==> src/rtl/m_wbarb_defs.sv <==
// -----------------------------------------------------------------------------
// m_wbarb_defs
//   Shared definitions for the two-master Wishbone arbiter (m_wbarb2):
//   ownership state encodings and the default stall-timeout counter width.
//   No ports.
// -----------------------------------------------------------------------------
package m_wbarb_defs;

    typedef enum logic [1:0] {
        IDLE = 2'b00,
        OWN0 = 2'b01,
        OWN1 = 2'b10
    } state_e;

    localparam int DEF_TOWIDTH = 6;

endpackage

==> src/rtl/m_wbarb_timeout.sv <==
// -----------------------------------------------------------------------------
// m_wbarb_timeout
//   Stall counter for the arbiter's slave port. Counts consecutive cycles
//   with the owner's strobe high and no slave ACK; raises a one-cycle
//   expire pulse on the (2^TOWIDTH-1)-th such cycle and restarts.
//   Only instantiated when WBARB_TIMEOUT_EN is defined.
//
//   Ports:
//     clk      in   clock, rising edge
//     rst_n    in   asynchronous active-low reset
//     stb_i    in   owner strobe before any timeout forcing
//     ack_i    in   slave acknowledge
//     expire_o out  stall limit reached this cycle (never while ack_i=1)
// -----------------------------------------------------------------------------
module m_wbarb_timeout
    import m_wbarb_defs::*;
#(
    parameter int TOWIDTH = DEF_TOWIDTH
) (
    input  logic clk,
    input  logic rst_n,
    input  logic stb_i,
    input  logic ack_i,
    output logic expire_o
);

    // The counter holds (stalled cycles so far - 1) at the start of a stalled
    // cycle, so the cycle that would take it to all-ones is the expiring one.
    localparam logic [TOWIDTH-1:0] CNT_LAST = TOWIDTH'((1 << TOWIDTH) - 2);

    logic [TOWIDTH-1:0] cnt_q;
    logic [TOWIDTH-1:0] cnt_d;

    always_comb begin
        // A late ACK on the expiring cycle takes precedence over the timeout.
        expire_o = stb_i & ~ack_i & (cnt_q == CNT_LAST);
        cnt_d    = cnt_q;
        if (!stb_i || ack_i || expire_o) begin
            cnt_d = '0;
        end else begin
            cnt_d = cnt_q + TOWIDTH'(1);
        end
    end

    always_ff @(posedge clk or negedge rst_n) begin
        if (!rst_n) begin
            cnt_q <= '0;
        end else begin
            cnt_q <= cnt_d;
        end
    end

endmodule

==> src/rtl/m_wbarb2.sv <==
// -----------------------------------------------------------------------------
// m_wbarb2
//   Two-master Wishbone B4 classic arbiter. Master 0 (core) and master 1
//   (loader/debug DMA) share one slave port. The owner keeps the bus for its
//   whole CYC; contention from IDLE is resolved round-robin against `last`.
//   One IDLE cycle always separates two owners.
//
//   Optional feature macro: WBARB_TIMEOUT_EN -- when defined, a stalled
//   strobe is terminated with ERR to the owner after 2^TOWIDTH-1 cycles.
//   When undefined, ERR outputs are tied 0 and TOWIDTH is ignored.
//
//   Ports:
//     CLK_I, RST_NI                    clock, async active-low reset
//     mN_CYC_I/STB_I/WE_I              master N control
//     mN_ADR_I/DAT_I/SEL_I             master N payload
//     mN_ACK_O/ERR_O                   terminations, routed to owner only
//     mN_DAT_O                         slave read data, broadcast
//     CYC_O/STB_O/WE_O/ADR_O/DAT_O/SEL_O  slave-side signals from owner
//     ACK_I, DAT_I                     slave acknowledge and read data
// -----------------------------------------------------------------------------
module m_wbarb2
    import m_wbarb_defs::*;
#(
    parameter int TOWIDTH  = DEF_TOWIDTH,
    parameter int ADRWIDTH = 32
) (
    input  logic                CLK_I,
    input  logic                RST_NI,
    input  logic                m0_CYC_I,
    input  logic                m0_STB_I,
    input  logic                m0_WE_I,
    input  logic [ADRWIDTH-1:0] m0_ADR_I,
    input  logic [31:0]         m0_DAT_I,
    input  logic [3:0]          m0_SEL_I,
    output logic                m0_ACK_O,
    output logic                m0_ERR_O,
    output logic [31:0]         m0_DAT_O,
    input  logic                m1_CYC_I,
    input  logic                m1_STB_I,
    input  logic                m1_WE_I,
    input  logic [ADRWIDTH-1:0] m1_ADR_I,
    input  logic [31:0]         m1_DAT_I,
    input  logic [3:0]          m1_SEL_I,
    output logic                m1_ACK_O,
    output logic                m1_ERR_O,
    output logic [31:0]         m1_DAT_O,
    output logic                CYC_O,
    output logic                STB_O,
    output logic                WE_O,
    output logic [ADRWIDTH-1:0] ADR_O,
    output logic [31:0]         DAT_O,
    output logic [3:0]          SEL_O,
    input  logic                ACK_I,
    input  logic [31:0]         DAT_I
);

    state_e state_q;
    state_e state_d;
    logic   last_q;
    logic   last_d;
    logic   own_stb;
    logic   expire;

    // State register
    always_ff @(posedge CLK_I or negedge RST_NI) begin
        if (!RST_NI) begin
            state_q <= IDLE;
            last_q  <= 1'b1;
        end else begin
            state_q <= state_d;
            last_q  <= last_d;
        end
    end

    // Next-state logic: grants only happen from IDLE, so an owner holding
    // CYC can never be pre-empted (locked read-modify-write is safe).
    always_comb begin
        state_d = state_q;
        last_d  = last_q;
        case (state_q)
            IDLE: begin
                if (m0_CYC_I && m1_CYC_I) begin
                    if (last_q) begin
                        state_d = OWN0;
                        last_d  = 1'b0;
                    end else begin
                        state_d = OWN1;
                        last_d  = 1'b1;
                    end
                end else if (m0_CYC_I) begin
                    state_d = OWN0;
                    last_d  = 1'b0;
                end else if (m1_CYC_I) begin
                    state_d = OWN1;
                    last_d  = 1'b1;
                end
            end
            OWN0: if (!m0_CYC_I) state_d = IDLE;
            OWN1: if (!m1_CYC_I) state_d = IDLE;
            default: state_d = IDLE;
        endcase
    end

    // Owner strobe before timeout forcing; kept apart from the output mux so
    // the timeout unit sees it without a combinational loop.
    assign own_stb = (state_q == OWN0) ? m0_STB_I :
                     (state_q == OWN1) ? m1_STB_I : 1'b0;

`ifdef WBARB_TIMEOUT_EN
    m_wbarb_timeout #(
        .TOWIDTH (TOWIDTH)
    ) u_timeout (
        .clk      (CLK_I),
        .rst_n    (RST_NI),
        .stb_i    (own_stb),
        .ack_i    (ACK_I),
        .expire_o (expire)
    );
`else
    localparam int unused_towidth = TOWIDTH;
    assign expire = 1'b0;
`endif

    // Output logic: slave side follows the owner combinationally; IDLE and
    // reset leave every slave-side signal at 0.
    always_comb begin
        CYC_O    = 1'b0;
        WE_O     = 1'b0;
        ADR_O    = '0;
        DAT_O    = '0;
        SEL_O    = '0;
        STB_O    = own_stb & ~expire;
        m0_ACK_O = 1'b0;
        m1_ACK_O = 1'b0;
        m0_ERR_O = 1'b0;
        m1_ERR_O = 1'b0;
        case (state_q)
            OWN0: begin
                CYC_O    = m0_CYC_I;
                WE_O     = m0_WE_I;
                ADR_O    = m0_ADR_I;
                DAT_O    = m0_DAT_I;
                SEL_O    = m0_SEL_I;
                m0_ACK_O = ACK_I & STB_O;
                m0_ERR_O = expire;
            end
            OWN1: begin
                CYC_O    = m1_CYC_I;
                WE_O     = m1_WE_I;
                ADR_O    = m1_ADR_I;
                DAT_O    = m1_DAT_I;
                SEL_O    = m1_SEL_I;
                m1_ACK_O = ACK_I & STB_O;
                m1_ERR_O = expire;
            end
            default: ;
        endcase
    end

    // Read data is a plain broadcast; only ACK qualifies it for a master.
    assign m0_DAT_O = DAT_I;
    assign m1_DAT_O = DAT_I;

endmodule

==> config.mk <==
export PLATFORM = sky130hd
export DESIGN_NAME = m_wbarb2
export DESIGN_NICKNAME = d
export VERILOG_FILES = /design/src/rtl/m_wbarb_defs.sv /design/src/rtl/m_wbarb_timeout.sv /design/src/rtl/m_wbarb2.sv
export SDC_FILE = /design/constraint.sdc
export NUM_CORES = 1
export LEC_CHECK = 0
export BUFFER_PORTS_ARGS = -buffer_cell sky130_fd_sc_hd__buf_2
export CAP_MARGIN = 30
export CORE_AREA = 5 5 118 120
export CTS_CLUSTER_DIAMETER = 50
export CTS_CLUSTER_SIZE = 8
export DETAILED_ROUTE_END_ITERATION = 8
export DIE_AREA = 0 0 123 125
export PLACE_DENSITY = 0.55
export SYNTH_ARGS = -nofsm -noshare
export SYNTH_HDL_FRONTEND = slang
export SYNTH_SLANG_ARGS = --single-unit
==> constraint.sdc <==
create_clock -name CLK_I -period 1.5 [get_ports CLK_I]
set_input_delay 0.3 -clock CLK_I [delete_from_list [all_inputs] [get_ports CLK_I]]
set_output_delay 0.3 -clock CLK_I [all_outputs]
set_load 0.03 [all_outputs]
## Yosys cells after proc, flatten, opt, wreduce, memory -nomap -nowiden

Cells that the tools add are included.
Widths: inputs -> output; s select.

- Eq/ne operators: 5
- Multiplexer cells: 20
- Bitwise logic cells: 1
- Reduce and logical (&&, ||, !) cells: 5

Operator list:

| kind | number |
|---|---|
| $pmux 32 s2 | 2 |
| $mux 2 | 6 |
| $mux 1 | 8 |
| $pmux 4 s2 | 1 |
| $pmux 2 s3 | 1 |
| $ne 2x2->1 const B | 2 |
| $ne 4x4->1 const B | 1 |
| $pmux 1 s2 | 2 |
| $reduce_and 3->1 | 1 |
| $reduce_bool 3->1 | 1 |
| $eq 2x1->1 const B | 1 |
| $eq 2x2->1 const B | 1 |
| $logic_not 2->1 | 1 |
| $reduce_and 2->1 | 1 |
| $and 1x1->1 | 1 |
| $logic_and 1x1->1 | 1 |

- Flip-flop bits (word level): 3
- Bits of input ports: 177
- Output and inout port bits: 139
- Logic and storage cells: 33

## Longest topological paths before layout

Gate-level depths: netlist (run 1).

- Depth after elaboration: 5
- Depth in mapped cells: 7

## Least setup slack after synthesis (run 1)

No wires, ideal clock.

- Kind: register -> output
- From: register state_q[0]
- To: output m1_ACK_O
- Data arrival time: 1.871 ns
- Slack: -0.671 ns
- Stages on the path, launching flop included: 6
- Path through: dfrtp_1 > inv_1 > ha_1 > nand2_1 > o21ai_0 > and3_1

- Cells in the longest elaborated chain, start to end: 5
- Elaborated cells on any way between the ends: 6

RTL lines:

| element | line | text |
|---|---|---|
| start, declared | m_wbarb2.sv:57 | `state_e state_q;` |
| start signal, assigned | m_wbarb2.sv:70 | `state_q <= state_d;` |
| $eq 2x2->1 | m_wbarb2.sv:107 | `(state_q == OWN1) ? m1_STB_I : 1'b0;` |
| $mux 1 | m_wbarb2.sv:107 |  |
| $mux 1 * | m_wbarb2.sv:106 | `assign own_stb = (state_q == OWN0) ? m0_STB_I :` |
| net STB_O | m_wbarb2.sv:48 | `output logic STB_O,` |
| $and 1x1->1 * | m_wbarb2.sv:153 | `m1_ACK_O = ACK_I & STB_O;` |
| $mux 1 * | m_wbarb2.sv:137 | `case (state_q)` |
| end, declared | m_wbarb2.sv:44 | `output logic m1_ACK_O,` |

Mark *: on every way through the listed nets, which the timed path passes. The rest lies on a longest branch.

## Worst setup path after layout (run 1)

- From: register state_q[1]
- To: output DAT_O[18]

- Cells in the longest elaborated chain, start to end: 2
- Elaborated cells on any way between the ends: 3

RTL lines:

| element | line | text |
|---|---|---|
| $eq 2x2->1 / $eq 2x1->1 (equally long branches) | m_wbarb2.sv:137 |  |
| $pmux 32 s2 * | m_wbarb2.sv:137 |  |
| end, declared | m_wbarb2.sv:51 | `output logic [31:0] DAT_O,` |

Every way passes the cells marked *; elsewhere a longest branch is shown, timed or not.

==> impl_metrics.tcl, run 1 <==
set metrics [dict create \
    switchingPower_w 0.003514 \
    syn2layout_area_growth_pct 99.80 \
    io_buffers 217 \
    grt_start_max_net_pins 38 \
    wire_length_of_the_first_global_routing_pass_mm 12.52 \
    post_route_cells_drive_above_1_share 0.8390 \
    multi_input_comb_area_sq_mm 0.001508 \
    synthDistinctLibCells 22 \
    drt_first_pass_iters 4 \
    total_of_warnings_raised_by_yosys 0 \
    arrival_ps 1610 \
    period_needed_ps 1915 \
    postSynth.topFlopCell "sky130_fd_sc_hd__dfrtp_1" \
    status "finished with violations" \
    power.static_leakage_nw 1.612 \
    crit_path_end_kind "output pin" \
    cp-start-kind "flip-flop" \
    final_cell_count_no_fill 586 \
    drc 0 \
    grt_util_all_layers 0.09945 \
    detail_route.iter0.violations 63 \
    hold_viol_final 0 \
    tritoncts "built" \
    synth_enable_flop_cells 0 \
    cp_slowest_stage_delay_ps 400 \
    worstPathMaxFanout 18 \
    power.density_mw_per_mm2 1967 \
    internal_power_w 0.003696 \
    timing.max_cap.violations 0 \
    synth.yosys.seq_area_share 0.04161 \
    slowest_stage "sky130_fd_sc_hd__dfrtp_1" \
    ff_latch_area_sq_um 77.57 \
    clk_path_buf_depth 2 \
    comb_power_share 0.918 \
    syn-mean-instance-area_sq_um 7.137 \
    post-place-cells 575 \
    final.setup.worst_slack_ps -414.8 \
    drt.antenna.violating_nets 0 \
    violations_in_the_final_reports "setup timing" \
    fin_crit_sh 1.277 \
    maxClockFrequency_mhz 522.3 \
    worst_ir_drop_vdd_uv 795.4 \
    htree_levels 1 \
    route.final.wire_length_mm 9.058 \
    die_area_sq_mm 0.01538 \
    worstPathCellList "buf_6 > ha_4 > clkbuf_16 > a22oi_1 > nor2b_2 > buf_4" \
    layout.nets 593 \
    die_y_um 125 \
    rsz_0062_raised_after_global_routing "true" \
    antenna_cells 0 \
    post_synth_inst_count 257 \
    globalRouteOverflowTotal 0 \
    hpwl_mm 6.752 \
    async_flop_share 1.000 \
    grt_antenna_before_repair 0 \
    worstPathRequired_ps 1200 \
    cts.sink_count 3 \
    initial_utilization 0.1425 \
    syn-cell-area_sq_mm 0.001834 \
    clk_pin_slew_ps 30 \
    report.final.slew_viol_count 0 \
    hold_class "input port to async pin" \
    die_width_um 123 \
    grt_pass1_vias 2534 \
    final_estimated_routing_congestion_in_global_placement 0.7699 \
    sequentialPowerShare 0.024 \
    timing_worst_setup_path_type "flip-flop to output pin" \
    switching_share 0.4874 \
    num_vias 2411 \
    fillerInstances 1339 \
    share_clk_of_total_power 0.058 \
    rows 42 \
    synth_seq_cells 3 \
    route.detailed.wl_per_inst_um 15.46 \
    clock_tree_root_buffer_cell "sky130_fd_sc_hd__clkbuf_16" \
    num_io_pins 316 \
    coreArea_sq_mm 0.01287 \
    tritoncts.num_buffers 3 \
    skew_ps 1.193 \
    worst_skew_pair.late_latency_ps 220 \
    timing.final.setup_violations 75 \
    routed_via_density 4.114 \
    dp_slack_ps -190.1 \
]
-- logic make-up after synthesis --
family,share of synthesized area
AND/OR/NAND/NOR,0.2701
buffers and inverters,0.3411
AO/OA/AOI/OAI,0.3111
adder cells (fa/ha/maj),0.03411
other,0.002044
flip-flops,0.04161
-- power by group through the flow --
stage	Combinational, W	Clock, W	Sequential, W
after floorplan	0.00427	0	0.000162
after global placement	0.00526	0	0.000161
after detailed placement	0.00535	0	0.000164
after CTS	0.00601	0.000422	0.000177
after global routing	0.00703	0.000435	0.000183
final	0.00662	0.000417	0.000176
-- routing by layer --
| layer | up-vias | track usage | wire length, um |
|---|---|---|---|
| met1 | 1099 | 0.09844 | 2999 |
| li1 | 1139 | - | - |
| met3 | 11 | 0.03478 | 1069 |
| met2 | 162 | 0.1965 | 4910 |
| met5 | - | 0 | 0 |
| met4 | 0 | 0.01824 | 77 |
-- path summary, 6_finish.rpt --
check                                        from                     end  cells past startpoint  slack [ps]
max                        state_q[1]$_DFFE_PN0P_               DAT_O[18]                      6        -410
min                                        RST_NI  state_q[1]$_DFFE_PN0P_                      2         400
max reg2reg                state_q[1]$_DFFE_PN0P_  state_q[1]$_DFFE_PN0P_                      8        -160
min reg2reg                    last_q$_DFFE_PN1P_      last_q$_DFFE_PN1P_                      2         540
max in group asynchronous                  RST_NI      last_q$_DFFE_PN1P_                      2         900
min in group CLK_I                       m1_CYC_I      last_q$_DFFE_PN1P_                      3         410
-- registers in the layout, summed over array words and instances (netlist names) --
register,cells
last_q,1
state_q,2
-- critical path, delay by kind of cell, from the launching register on --
family                   cells  cell delay, ps
AO/OA/AOI/OAI                1             230
flip-flops                   1             400
AND/OR/NAND/NOR              1              60
buffers and inverters        3             510
adder cells (fa/ha/maj)      1             190
-- cell type report --
| class | instances | area share |
|---|---|---|
| inverters | 3 | 0.003756 |
| multi-input cells | 163 | 0.4114 |
| well taps | 176 | 0.06009 |
| repair buffers | 237 | 0.4821 |
| clock buffers | 4 | 0.02151 |
| flip-flops and latches | 3 | 0.02117 |
-- cell usage after synthesis, types with 2 or more instances --
cell / n / area share
sky130_fd_sc_hd__nand2_1: 4 / 0.0082
sky130_fd_sc_hd__nor2b_1: 70 / 0.24
sky130_fd_sc_hd__and3_1: 3 / 0.010
sky130_fd_sc_hd__buf_6: 2 / 0.012
sky130_fd_sc_hd__buf_2: 14 / 0.038
sky130_fd_sc_hd__clkbuf_1: 7 / 0.014
sky130_fd_sc_hd__ha_1: 5 / 0.034
sky130_fd_sc_hd__buf_4: 66 / 0.27
sky130_fd_sc_hd__a22oi_1: 69 / 0.28
sky130_fd_sc_hd__a21oi_1: 2 / 0.0055
sky130_fd_sc_hd__dfrtp_1: 2 / 0.027
sky130_fd_sc_hd__inv_1: 3 / 0.0061
-- placed cells by master, fill, tap and decap left out, types with 2 or more instances in the layout --
| cell type | n |
|---|---|
| sky130_fd_sc_hd__a21oi_1 | 2 |
| sky130_fd_sc_hd__a22oi_1 | 48 |
| sky130_fd_sc_hd__a22oi_2 | 21 |
| sky130_fd_sc_hd__buf_12 | 6 |
| sky130_fd_sc_hd__buf_2 | 145 |
| sky130_fd_sc_hd__buf_4 | 24 |
| sky130_fd_sc_hd__buf_6 | 58 |
| sky130_fd_sc_hd__clkbuf_16 | 5 |
| sky130_fd_sc_hd__conb_1 | 2 |
| sky130_fd_sc_hd__ha_4 | 4 |
| sky130_fd_sc_hd__nand2_1 | 3 |
| sky130_fd_sc_hd__nor2b_2 | 67 |
| sky130_fd_sc_hd__nor2b_4 | 3 |
-- per-stage QoR --
step	util	setup TNS (ps)	area, sq um	hold WS (ps)	total power [W]
2_1_floorplan	-	-8775	2110	4.409	0.004433
3_3_place_gp	0.2286	-10000	2943	97.57	0.005419
3_5_place_dp	0.2286	-11840	2943	100.7	0.005511
4_1_cts	0.2603	-25200	3351	413.0	0.006609
5_1_grt	0.2846	-31760	3665	425.4	0.007650
6_report	0.2846	-25960	3665	404.8	0.007210
-- timing repair --
item                                   CTS  global route
hold buffers                             1             0
setup endpoints to repair               75            75
pin swaps                                1             1
endpoints found under the hold margin    2             0
setup buffers                            1             2
gates resized for setup                 93            79
gates cloned                             1             2
Power figures use the tool's default switching activity.
==> run 2: changes to the inputs <==
- CORE_AREA: 5 5 118 120 -> 8 8 118 120
- DIE_AREA: 0 0 123 125 -> 0 0 126 128
- PLACE_DENSITY: 0.55 -> 0.57
==> run 2 against run 1 <==
  * Largest power group unchanged
  * The flow still finishes with violations (setup timing)
  * Cell area increased by 4.7%
  * Wire length increased by 2.5%
  * Largest cell class unchanged
  * Critical endpoint is now DAT_O[24]
  * Clock-buffer cell count unchanged
==> impl_metrics.tcl, run 2 (synthesis gave the netlist of run 1 again) <==
set metrics [dict create \
    status "finished with violations" \
    violations_in_the_final_reports "setup timing" \
    grt_util_all_layers 0.1051 \
    route.final.wire_length_mm 9.282 \
    coreArea_sq_mm 0.01221 \
    post_route_cells_drive_above_1_share 0.9122 \
    rows 41 \
    clk_pin_slew_ps 30 \
    route.detailed.wl_per_inst_um 16.58 \
    hpwl_mm 6.865 \
    htree_levels 1 \
    final.setup.worst_slack_ps -401.5 \
    totalNegativeSetupSlack_ps -26610 \
    regMostFlops "state_q" \
    timing.final.setup_violations 75 \
    comb_power_share 0.922 \
    num_vias 2422 \
    die_area_sq_mm 0.01613 \
    tritoncts.num_buffers 3 \
    worst_skew_pair.late_latency_ps 220 \
    globalRouteOverflowTotal 0 \
    cp-start-kind "flip-flop" \
    layout.cells.most_common_list "sky130_fd_sc_hd__buf_2 (144), sky130_fd_sc_hd__buf_6 (74), sky130_fd_sc_hd__nor2b_2 (67), sky130_fd_sc_hd__a22oi_2 (48), sky130_fd_sc_hd__a22oi_1 (21)" \
    power.density_mw_per_mm2 1969 \
    drt_first_pass_iters 4 \
    crit_path_end_kind "output pin" \
    slowest_stage "sky130_fd_sc_hd__dfrtp_2" \
    report.final.slew_viol_count 0 \
    dp_slack_ps -197.8 \
    detail_route.iter0.violations 48 \
    die_width_um 126 \
    initial_utilization 0.1502 \
    fin_crit_sh 1.268 \
    timing_worst_setup_path_type "flip-flop to output pin" \
    reg.largest.list "state_q: 2 flops, last_q: 1 flops" \
    layout.nets 593 \
    antenna_cells 0 \
    arrival_ps 1600 \
    final_common_cell "sky130_fd_sc_hd__buf_2" \
    grt_antenna_before_repair 1 \
    tritoncts "built" \
    share_clk_of_total_power 0.056 \
    totalPowerFinal_w 0.007559 \
    worstPathMaxFanout 20 \
    grt_pass1_vias 2746 \
    fillerInstances 1250 \
    crit_buf_inv 3 \
    routed_via_density 4.325 \
    switching_share 0.4856 \
    hold_class "input port to flip-flop" \
    hold_viol_final 0 \
    num_io_pins 316 \
    period_needed_ps 1901 \
    internal_power_w 0.003888 \
    skew_ps 0.7220 \
    drc 0 \
    die_y_um 128 \
    drt.antenna.violating_nets 0 \
    switchingPower_w 0.003671 \
    cp_slowest_stage_delay_ps 430 \
    timing.max_cap.violations 0 \
    crit_family "buffers and inverters" \
    maxClockFrequency_mhz 525.9 \
    final_estimated_routing_congestion_in_global_placement 0.7781 \
    worst_ir_drop_vdd_uv 513.5 \
    sequentialPowerShare 0.022 \
    worstPathCellList "inv_4 > ha_4 > buf_12 > a22oi_1 > nor2b_2 > buf_6" \
    rsz_0062_raised_after_global_routing "true" \
    max_reg_flops 2 \
    clk_path_buf_depth 2 \
    wire_length_of_the_first_global_routing_pass_mm 13.96 \
    grt_start_max_net_pins 36 \
    cts.sink_count 3 \
    clock_tree_root_buffer_cell "sky130_fd_sc_hd__clkbuf_16" \
    syn2layout_area_growth_pct 109.3 \
    power.static_leakage_nw 1.637 \
    io_buffers 217 \
    worstPathRequired_ps 1200 \
]
[run 2: cell count changes in the layout (fill, tap and decap cells not counted), sizes merged]
cell | previous run | this run
clkbuf | 6 | 5
buf | 234 | 235
[run 2: worst reg2reg max path: cells and delay by family (launching register included)]
family,cells,cell delay (ps)
flops,1,380
compound gates,2,330
fa+ha+maj,1,210
simple gates,1,90
buf+inv,3,480
[run 2: metal layers]
layer / global-route usage / part of all wire / vias to the layer above
met2: 0.2023 / 0.55 / 137
met1: 0.09346 / 0.34 / 1116
li1: - / - / 1141
met3: 0.04825 / 0.098 / 26
met4: 0.04105 / 0.019 / 2
met5: 0 / 0.0014 / -
[run 2: power by group through the flow]
| stage | clock [W] | combinational (W) | sequential [W] |
|---|---|---|---|
| floorplan | 0 | 0.00427 | 0.000162 |
| global placement | 0 | 0.00527 | 0.000156 |
| detailed placement | 0 | 0.00540 | 0.000159 |
| CTS | 0.000432 | 0.00655 | 0.000165 |
| global route | 0.000445 | 0.00741 | 0.000172 |
| finish | 0.000422 | 0.00697 | 0.000165 |
[run 2: layout make-up]
type / instances / area, sq um / area share
repair buffers: 237 / 1812 / 0.4720
multi-input cells: 163 / 1669 / 0.4348
well taps: 150 / 187.7 / 0.04889
clock buffers: 4 / 78.83 / 0.02053
flip-flops and latches: 3 / 77.57 / 0.02021
inverters: 3 / 13.76 / 0.003585
[run 2: final timing paths]
check | cells past startpoint | end | slack, ps | from
max reg2reg | 7 | state_q[1]$_DFFE_PN0P_ | -70 | state_q[1]$_DFFE_PN0P_
min | 3 | last_q$_DFFE_PN1P_ | 390 | m1_CYC_I
max in group asynchronous | 2 | last_q$_DFFE_PN1P_ | 830 | RST_NI
min in group asynchronous | 2 | state_q[1]$_DFFE_PN0P_ | 470 | RST_NI
max | 6 | DAT_O[24] | -400 | state_q[0]$_DFFE_PN0P_
min reg2reg | 2 | last_q$_DFFE_PN1P_ | 520 | last_q$_DFFE_PN1P_
[run 2: timing repair]
item,CTS,global route
buffers inserted,6,0
endpoints found under the setup margin,75,75
cloned,1,1
hold endpoints to repair,2,0
resized for setup,151,58
pin swaps,4,1
hold buffers,1,0
[run 2: metrics by stage]
stage | instance area, sq um | cells | util | hold WS (ps)
after floorplan | 2110 | 258 | - | 4.409
after global placement | 2895 | 547 | 0.2371 | 100.2
after detailed placement | 2895 | 547 | 0.2371 | 99.94
after CTS | 3587 | 559 | 0.2938 | 392.3
after global routing | 3839 | 560 | 0.3144 | 453.0
final | 3839 | 560 | 0.3144 | 394.5
